### src/rtl/segmented_crc_engine.sv
// segmented_crc_engine
// Multi-cycle CRC engine: each accepted beat is folded into the CRC STRIDE
// bits per clock, MSB first. The final frame CRC is held on a registered,
// back-pressured output until the consumer takes it.
module segmented_crc_engine #(
    parameter int                 CRC_W  = 16,
    parameter int                 DW     = 16,
    parameter int                 STRIDE = 4,
    parameter logic [CRC_W-1:0]   POLY   = 16'h1021,
    parameter logic [CRC_W-1:0]   INIT   = 16'hFFFF,
    parameter logic [CRC_W-1:0]   XOROUT = 16'h0000
) (
    input  logic              i_clk,
    input  logic              i_rst,
    input  logic              i_in_valid,
    output logic              o_in_ready,
    input  logic [DW-1:0]     i_in_data,
    input  logic              i_in_first,
    input  logic              i_in_last,
    output logic              o_out_valid,
    input  logic              i_out_ready,
    output logic [CRC_W-1:0]  o_out_crc,
    output logic              o_busy
);

    // Number of segments per beat and the counter width that spans them.
    localparam int S     = DW / STRIDE;
    localparam int CNT_W = (S > 1) ? $clog2(S) : 1;

    typedef enum logic [1:0] {
        ST_IDLE,
        ST_SHIFT,
        ST_HOLD
    } state_t;

    state_t              r_state;
    state_t              w_state_next;
    logic [CRC_W-1:0]    r_crc;
    logic [DW-1:0]       r_shift;
    logic [CNT_W-1:0]    r_cnt;
    logic                r_last;
    logic                r_out_valid;
    logic [CRC_W-1:0]    r_out_crc;

    logic                w_accept;
    logic                w_last_seg;
    logic                w_fb;
    logic [CRC_W-1:0]    w_crc_next;

    assign w_accept   = i_in_valid && (r_state == ST_IDLE);
    assign w_last_seg = (r_state == ST_SHIFT) && (r_cnt == CNT_W'(S - 1));

    assign o_in_ready  = (r_state == ST_IDLE);
    assign o_busy      = (r_state != ST_IDLE);
    assign o_out_valid = r_out_valid;
    assign o_out_crc   = r_out_crc;

    // Fold the top STRIDE bits of the data register into the CRC, MSB first.
    always_comb begin
        w_crc_next = r_crc;
        w_fb       = 1'b0;
        for (int i = 0; i < STRIDE; i++) begin
            w_fb       = w_crc_next[CRC_W-1] ^ r_shift[DW-1-i];
            w_crc_next = {w_crc_next[CRC_W-2:0], 1'b0} ^ (w_fb ? POLY : '0);
        end
    end

    // Next-state logic for the accept / shift / hold sequence.
    always_comb begin
        w_state_next = r_state;
        case (r_state)
            ST_IDLE:  if (i_in_valid)  w_state_next = ST_SHIFT;
            ST_SHIFT: if (w_last_seg)  w_state_next = r_last ? ST_HOLD : ST_IDLE;
            ST_HOLD:  if (i_out_ready) w_state_next = ST_IDLE;
            default:                   w_state_next = ST_IDLE;
        endcase
    end

    // State register.
    always_ff @(posedge i_clk or posedge i_rst) begin
        if (i_rst) begin
            r_state <= ST_IDLE;
        end else begin
            r_state <= w_state_next;
        end
    end

    // Datapath: beat capture, per-segment CRC update, result register.
    always_ff @(posedge i_clk or posedge i_rst) begin
        if (i_rst) begin
            r_crc       <= INIT;
            r_shift     <= '0;
            r_cnt       <= '0;
            r_last      <= 1'b0;
            r_out_valid <= 1'b0;
            r_out_crc   <= '0;
        end else begin
            if (w_accept) begin
                r_shift <= i_in_data;
                r_last  <= i_in_last;
                r_cnt   <= '0;
                // A new frame start discards whatever partial CRC was pending.
                if (i_in_first) begin
                    r_crc <= INIT;
                end
            end
            if (r_state == ST_SHIFT) begin
                r_crc   <= w_crc_next;
                r_shift <= r_shift << STRIDE;
                if (w_last_seg) begin
                    r_cnt <= '0;
                    if (r_last) begin
                        r_out_crc   <= w_crc_next ^ XOROUT;
                        r_out_valid <= 1'b1;
                        // Reseed so a following frame works without a first flag.
                        r_crc       <= INIT;
                    end
                end else begin
                    r_cnt <= r_cnt + 1'b1;
                end
            end
            if ((r_state == ST_HOLD) && i_out_ready) begin
                r_out_valid <= 1'b0;
            end
        end
    end

endmodule
### config.mk
export PLATFORM = sky130hd
export DESIGN_NAME = segmented_crc_engine
export DESIGN_NICKNAME = d
export VERILOG_FILES = /design/src/rtl/segmented_crc_engine.sv
export SDC_FILE = /design/constraint.sdc
export NUM_CORES = 1
export LEC_CHECK = 0
export CAP_MARGIN = 20
export CORE_MARGIN = 2
export CORE_UTILIZATION = 23
export CTS_BUF_LIST = sky130_fd_sc_hd__clkbuf_4 sky130_fd_sc_hd__clkbuf_8 sky130_fd_sc_hd__clkbuf_16
export DETAILED_ROUTE_END_ITERATION = 6
export SETUP_SLACK_MARGIN = 0.1
export SKIP_LAST_GASP = 1
export SYNTH_ARGS = -nofsm -noshare
export SYNTH_HDL_FRONTEND = slang
export SYNTH_SLANG_ARGS = --single-unit
### constraint.sdc
create_clock -name i_clk -period 2 [get_ports i_clk]
set_clock_uncertainty 0.1 [all_clocks]
set_input_delay 0.4 -clock i_clk [delete_from_list [all_inputs] [get_ports i_clk]]
set_output_delay 0.4 -clock i_clk [all_outputs]
set_load 0.01 [all_outputs]
==> results of run 1 <==
-- synthesized netlist by cell type (all sizes together) --
master and number:
a2bb2oi 8, a22o 1, a21oi 7, dfrtp 38
and2 10, o22a 8, nor2 3, inv 5
xnor2 8, ha 1, buf 12, nor2b 7
nand2b 1, a22oi 2, nand2 28, a32oi 1
mux2 10, o31ai 1, xor2 5, o21ai 24
a311oi 1, a31oi 10, o21bai 1, nand4b 1
dfstp 16
-- per-stage QoR --
stage | hold slack, ns | setup WS, ns | util | cells | instance area [µm²]
floorplan | 0.342 | 0.212 | - | 209 | 2440
global placement | 0.357 | 0.236 | 0.292 | 380 | 3010
detailed placement | 0.362 | 0.206 | 0.292 | 380 | 3010
CTS | 0.369 | 0.224 | 0.305 | 389 | 3150
global route | 0.399 | 0.136 | 0.305 | 389 | 3150
finish | 0.342 | 0.251 | 0.305 | 389 | 3150
-- cells by family (layout without fill, tap and decap cells) --
family / Yosys count / count (layout) / synth area share
AO/OA/AOI/OAI: 64 / 64 / 0.175
XOR/XNOR: 13 / 13 / 0.0589
adder cells (fa/ha/maj): 1 / 1 / 0.00512
buffers and inverters: 17 / 61 / 0.0404
flip-flops: 54 / 54 / 0.561
multiplexers: 10 / 10 / 0.0522
AND/OR/NAND/NOR: 50 / 50 / 0.107
-- layout by cell type, fill, tap and decap left out, drive strengths merged, types with 2 or more instances in the layout --
master          n
dfrtp          38
dfstp          16
a21oi           7
inv             6
clkdlybuf4s50  38
a31oi          10
xnor2           8
nor2b           7
mux2           10
and2           10
o22a            8
buf             8
o21ai          24
a22oi           2
nor2            3
dlygate4sd2     2
clkbuf          6
nand2          28
a2bb2oi         8
xor2            5
-- critical path: cells and delay by family (launching register included) --
| kind | cells | cell delay, ns |
|---|---|---|
| flops | 1 | 0.42 |
| buf+inv | 2 | 0.38 |
| simple gates | 1 | 0.14 |
-- state kept, by name, indices dropped and copies added (netlist names) --
signal and cells:
o_out_crc 16, o_out_valid 1, r_cnt 2, r_state 2, r_last 1, r_shift 16, r_crc 16
-- layer usage --
metal / vias up / track usage / share of wire
li1: 812 / - / -
met1: 791 / 0.121 / 0.48
met2: 32 / 0.152 / 0.47
met3: 4 / 0.0225 / 0.038
met4: 0 / 0.0223 / 0.0064
met5: - / 0 / 0
-- worst max-delay path by stage --
stage	end	slack [ns]	cells past startpoint
2_1_floorplan	o_out_crc[0]	0.21	1
3_3_place_gp	r_crc[12]	0.24	5
3_5_place_dp	r_shift[0]	0.21	4
4_1_cts	o_in_ready	0.22	3
5_1_grt	o_out_crc[2]	0.14	3
6_report	o_in_ready	0.25	3
-- layout make-up --
type / instances / area share
clock inverters: 2 / 0.0123
inverters: 5 / 0.00596
flip-flops and latches: 54 / 0.436
repair buffers: 48 / 0.153
multi-input cells: 138 / 0.312
clock buffers: 6 / 0.0262
well taps: 136 / 0.0541
-- what timing repair did --
action                                  CTS  global route
buffers inserted                          1             0
hold buffers                              0             0
endpoints found under the setup margin    2             0
resized for setup                         4             0
-- power by group through the flow --
stage / registers, mW / logic, mW / clock network (mW)
2_1_floorplan: 2.05 / 1.49 / 0
3_3_place_gp: 2.02 / 2.24 / 0
3_5_place_dp: 2.04 / 2.29 / 0
4_1_cts: 2.02 / 2.30 / 0.797
5_1_grt: 2.09 / 2.50 / 0.846
6_report: 2.01 / 2.24 / 0.768
==> flow_summary.ini, run 1 <==
[critical_path]
r2r_slack_ns = 0.26
start_kind = register
endpoint_kind = output port
crit_chain = nor2_4 -> buf_4 -> dlygate4sd2_1
crit_slowest_cell = dfrtp_1
r2r_end = o_out_crc[1]
crit_type = register to output port
critical_path_arrival_ns = 1.25
startpoint = r_state[0]
crit_fanout = 2
reg2reg_depth = 3
slowest_delay_ns = 0.42
worstPathRequired_ns = 1.50
rr_startpoint = r_state[0]

[pwr]
leakagePower_nw = 1.30
power_frac_seq = 0.401
swShare = 0.340
internal-power_mw = 3.31
power_density_nw_per_um2 = 1600
clkPwrFrac = 0.153
ir_drop_mv = 0.495
p_comb_frac = 0.447
p_total_mw = 5.02
p_switching_mw = 1.71

[drt]
wl_per_cell_um = 12.5
drc = 0
wl_um = 4860
vias = 1639
postRouteAntennaNets = 0
via_per_inst = 4.21
drt_pass1_iterations = 4
drt_iter0_drc = 86

[floorplan]
start_util = 0.237
die_w_um = 107
die_height_um = 107
row_count = 37
pin_count = 41
core_um2 = 10300
die_area_um2 = 11500

[finish]
n_fill_cell = 1065
multi_input_area_um2 = 982
diodes = 0
syn_to_final_growth_pct = 28.7
seq_area_um2 = 1370
drive_above_1_share = 0.213
nets = 275

[grt]
grt_pass1_wl_um = 8460
grt_pass1_vias = 1723
grt_overflow_total = 0
antenna_found_initial = 0
grt_max_degree = 55
grt_use_total = 0.0922

[logic_synthesis]
avgSynthCellArea_um2 = 11.7
synth_area_leaders = dfrtp_1 (39%), dfstp_2 (17%), o21ai_0 (4.5%), nand2_1 (4.3%), o22a_1 (2.9%)
synth_warnings = 0
synth_seq_cells = 54
synth_fp_nets = 232
synth_seq_area_share = 0.561
synth_area_um2 = 2440
synth_cells = 209
synth_top_area_share = 0.389
ys_types = 33
yosysTopAreaCell = dfrtp_1

[timing]
drv_slew = 0
max_freq_mhz = 572
rsz0062_at_grt = no
hold_violations = 0
finalCriticalPeriod_ns = 1.75
tns_ns = 0
slew_headroom = 0.715
tightest_slew_ns = 0.427
setup_viol_count_final = 0
period_share = 0.874

[clocking]
numCtsBuffers = 5
ctsRootBufferMaster = clkbuf_8
clk_pin_slew_ns = 0.10
cts-htree-levels = 2
clk_latency_ns = 0.30
ctsLongestPathBuffers = 2
cts.sinks = 54
cts_tree = yes

[place]
gp_congestion = 0.728
hpwl_um = 3430
portBuffers = 40

[hold_path]
hold_class = primary input to asynchronous set/reset pin

[outcome]
outcome = complete, no violations

[job]
drv_cap = 0
(Power assumes the default switching activity.)
==> run 2: changes to the inputs <==
==> constraint.sdc (replaced) <==
create_clock -name i_clk -period 1.8 [get_ports i_clk]
set_clock_uncertainty 0.1 [all_clocks]
set_input_delay 0.36 -clock i_clk [delete_from_list [all_inputs] [get_ports i_clk]]
set_output_delay 0.36 -clock i_clk [all_outputs]
set_load 0.01 [all_outputs]
==> flow_summary.ini, run 2 (same netlist as run 1, synthesis figures left out) <==
[critical_path]
critPathTopFamily = buffers and inverters
crit_chain = clkdlybuf4s50_1
rr_startpoint = r_state[1]
slowest_delay_ns = 0.54
cp-endpoint = o_out_crc[14]
start_kind = register
worstPathRequired_ns = 1.34
endpoint_kind = output port
crit_fanout = 2
r2r_slack_ns = 0.23
crit_slowest_cell = clkdlybuf4s50_1
critical_path_arrival_ns = 1.20
crit_type = register to output port
startpoint = o_out_crc[14]
r2r_end = o_out_crc[10]
crit_cells = 1
cp.buffers_inverters = 1
reg2reg_depth = 4

[floorplan]
pin_count = 41
row_count = 37
start_util = 0.237
die_area_um2 = 11500
core_um2 = 10300
die_height_um = 107
die_w_um = 107

[clocking]
cts.sinks = 54
ctsRootBufferMaster = clkbuf_8
numCtsBuffers = 5
ctsLongestPathBuffers = 2
clk_latency_ns = 0.30
cts-hold-fix-buffers = 0
cts_tree = yes
clk_pin_slew_ns = 0.10
cts-htree-levels = 2

[grt]
grt_use_total = 0.0944
antenna_found_initial = 0
grt_overflow_total = 0
grt_pass1_vias = 1695
grt_pass1_wl_um = 8760
grt_max_degree = 55

[drt]
wl_um = 5000
drc = 0
drt_iter0_drc = 69
postRouteAntennaNets = 0
drt_pass1_iterations = 4
via_per_inst = 4.30
wl_per_cell_um = 12.7
vias = 1689

[finish]
final_cell_count_no_fill = 393
diodes = 0
layout_common_cells = dfrtp_1 (38), nand2_1 (28), clkdlybuf4s50_1 (24)
drive_above_1_share = 0.226
final_common_cell = dfrtp_1
n_fill_cell = 1054
nets = 279
syn_to_final_growth_pct = 31.8

[timing]
setup_viol_count_final = 0
tns_ns = 0
drv_slew = 0
slew_headroom = 0.751
tightest_slew_ns = 0.373
hold_violations = 0
finalCriticalPeriod_ns = 1.66
rsz0062_at_grt = no
period_share = 0.923
max_freq_mhz = 602

[outcome]
outcome = complete, no violations

[job]
drv_cap = 0

[pwr]
ir_drop_mv = 0.561
p_total_mw = 5.57
leakagePower_nw = 1.46
power_density_nw_per_um2 = 1730

[place]
hpwl_um = 3520
dp_cells = 383
gp_congestion = 0.745
portBuffers = 40

[hold_path]
hold_class = primary input to asynchronous set/reset pin
==> run 2: stage by stage <==
stage	instance area (µm²)	hold WS [ns]	util	setup WS (ns)
CTS	3160	0.384	0.306	0.100
global placement	3040	0.356	0.294	-0.0165
floorplan	2450	0.322	-	0.350
global route	3220	0.386	0.312	0.100
detailed placement	3040	0.363	0.294	-0.0953
finish	3220	0.358	0.312	0.139
==> run 2: where the power goes <==
group	switching [mW]	leakage (nW)	internal [mW]
registers	0.358	0.648	1.88
logic	1.18	0.749	1.34
clock network	0.412	0.0600	0.403
total	1.95	1.46	3.62
==> run 2: layout make-up <==
class                           instances  area, µm²  area share
Sequential cell                        54       1370       0.425
Multi-Input combinational cell        138        990       0.307
Timing Repair Buffer                   52        553       0.172
Tap cell                              136        170      0.0528
Clock buffer                            7        108      0.0334
Inverter                                5       22.5     0.00699
Clock inverter                          1       8.76     0.00272
==> run 2: worst min path at each step <==
stage / from / to
2_1_floorplan: i_rst / o_out_crc[0]
6_report: i_rst / o_out_crc[11]
5_1_grt: i_rst / o_out_crc[11]
3_5_place_dp: r_shift[9] / r_shift[9]
3_3_place_gp: r_shift[9] / r_shift[9]
4_1_cts: i_rst / o_out_crc[11]
==> run 2: timing repair <==
action / CTS / global route
pin swaps: 0 / 2
setup endpoints to repair: 4 / 36
buffers inserted: 0 / 2
gates resized for setup: 6 / 13
==> run 2: routing by layer <==
layer / vias up / part of all wire / track usage
met4: 0 / 0.0020 / 0.0139
met5: - / 0 / 0
met3: 2 / 0.049 / 0.0243
met1: 831 / 0.48 / 0.135
met2: 38 / 0.47 / 0.146
li1: 818 / - / -
==> run 2: worst reg2reg max path, delay by kind of cell, from the launching register on <==
family | cells | cell delay (ns)
AND/OR/NAND/NOR | 1 | 0.20
buffers and inverters | 2 | 0.43
multiplexers | 1 | 0.34
flip-flops | 1 | 0.40
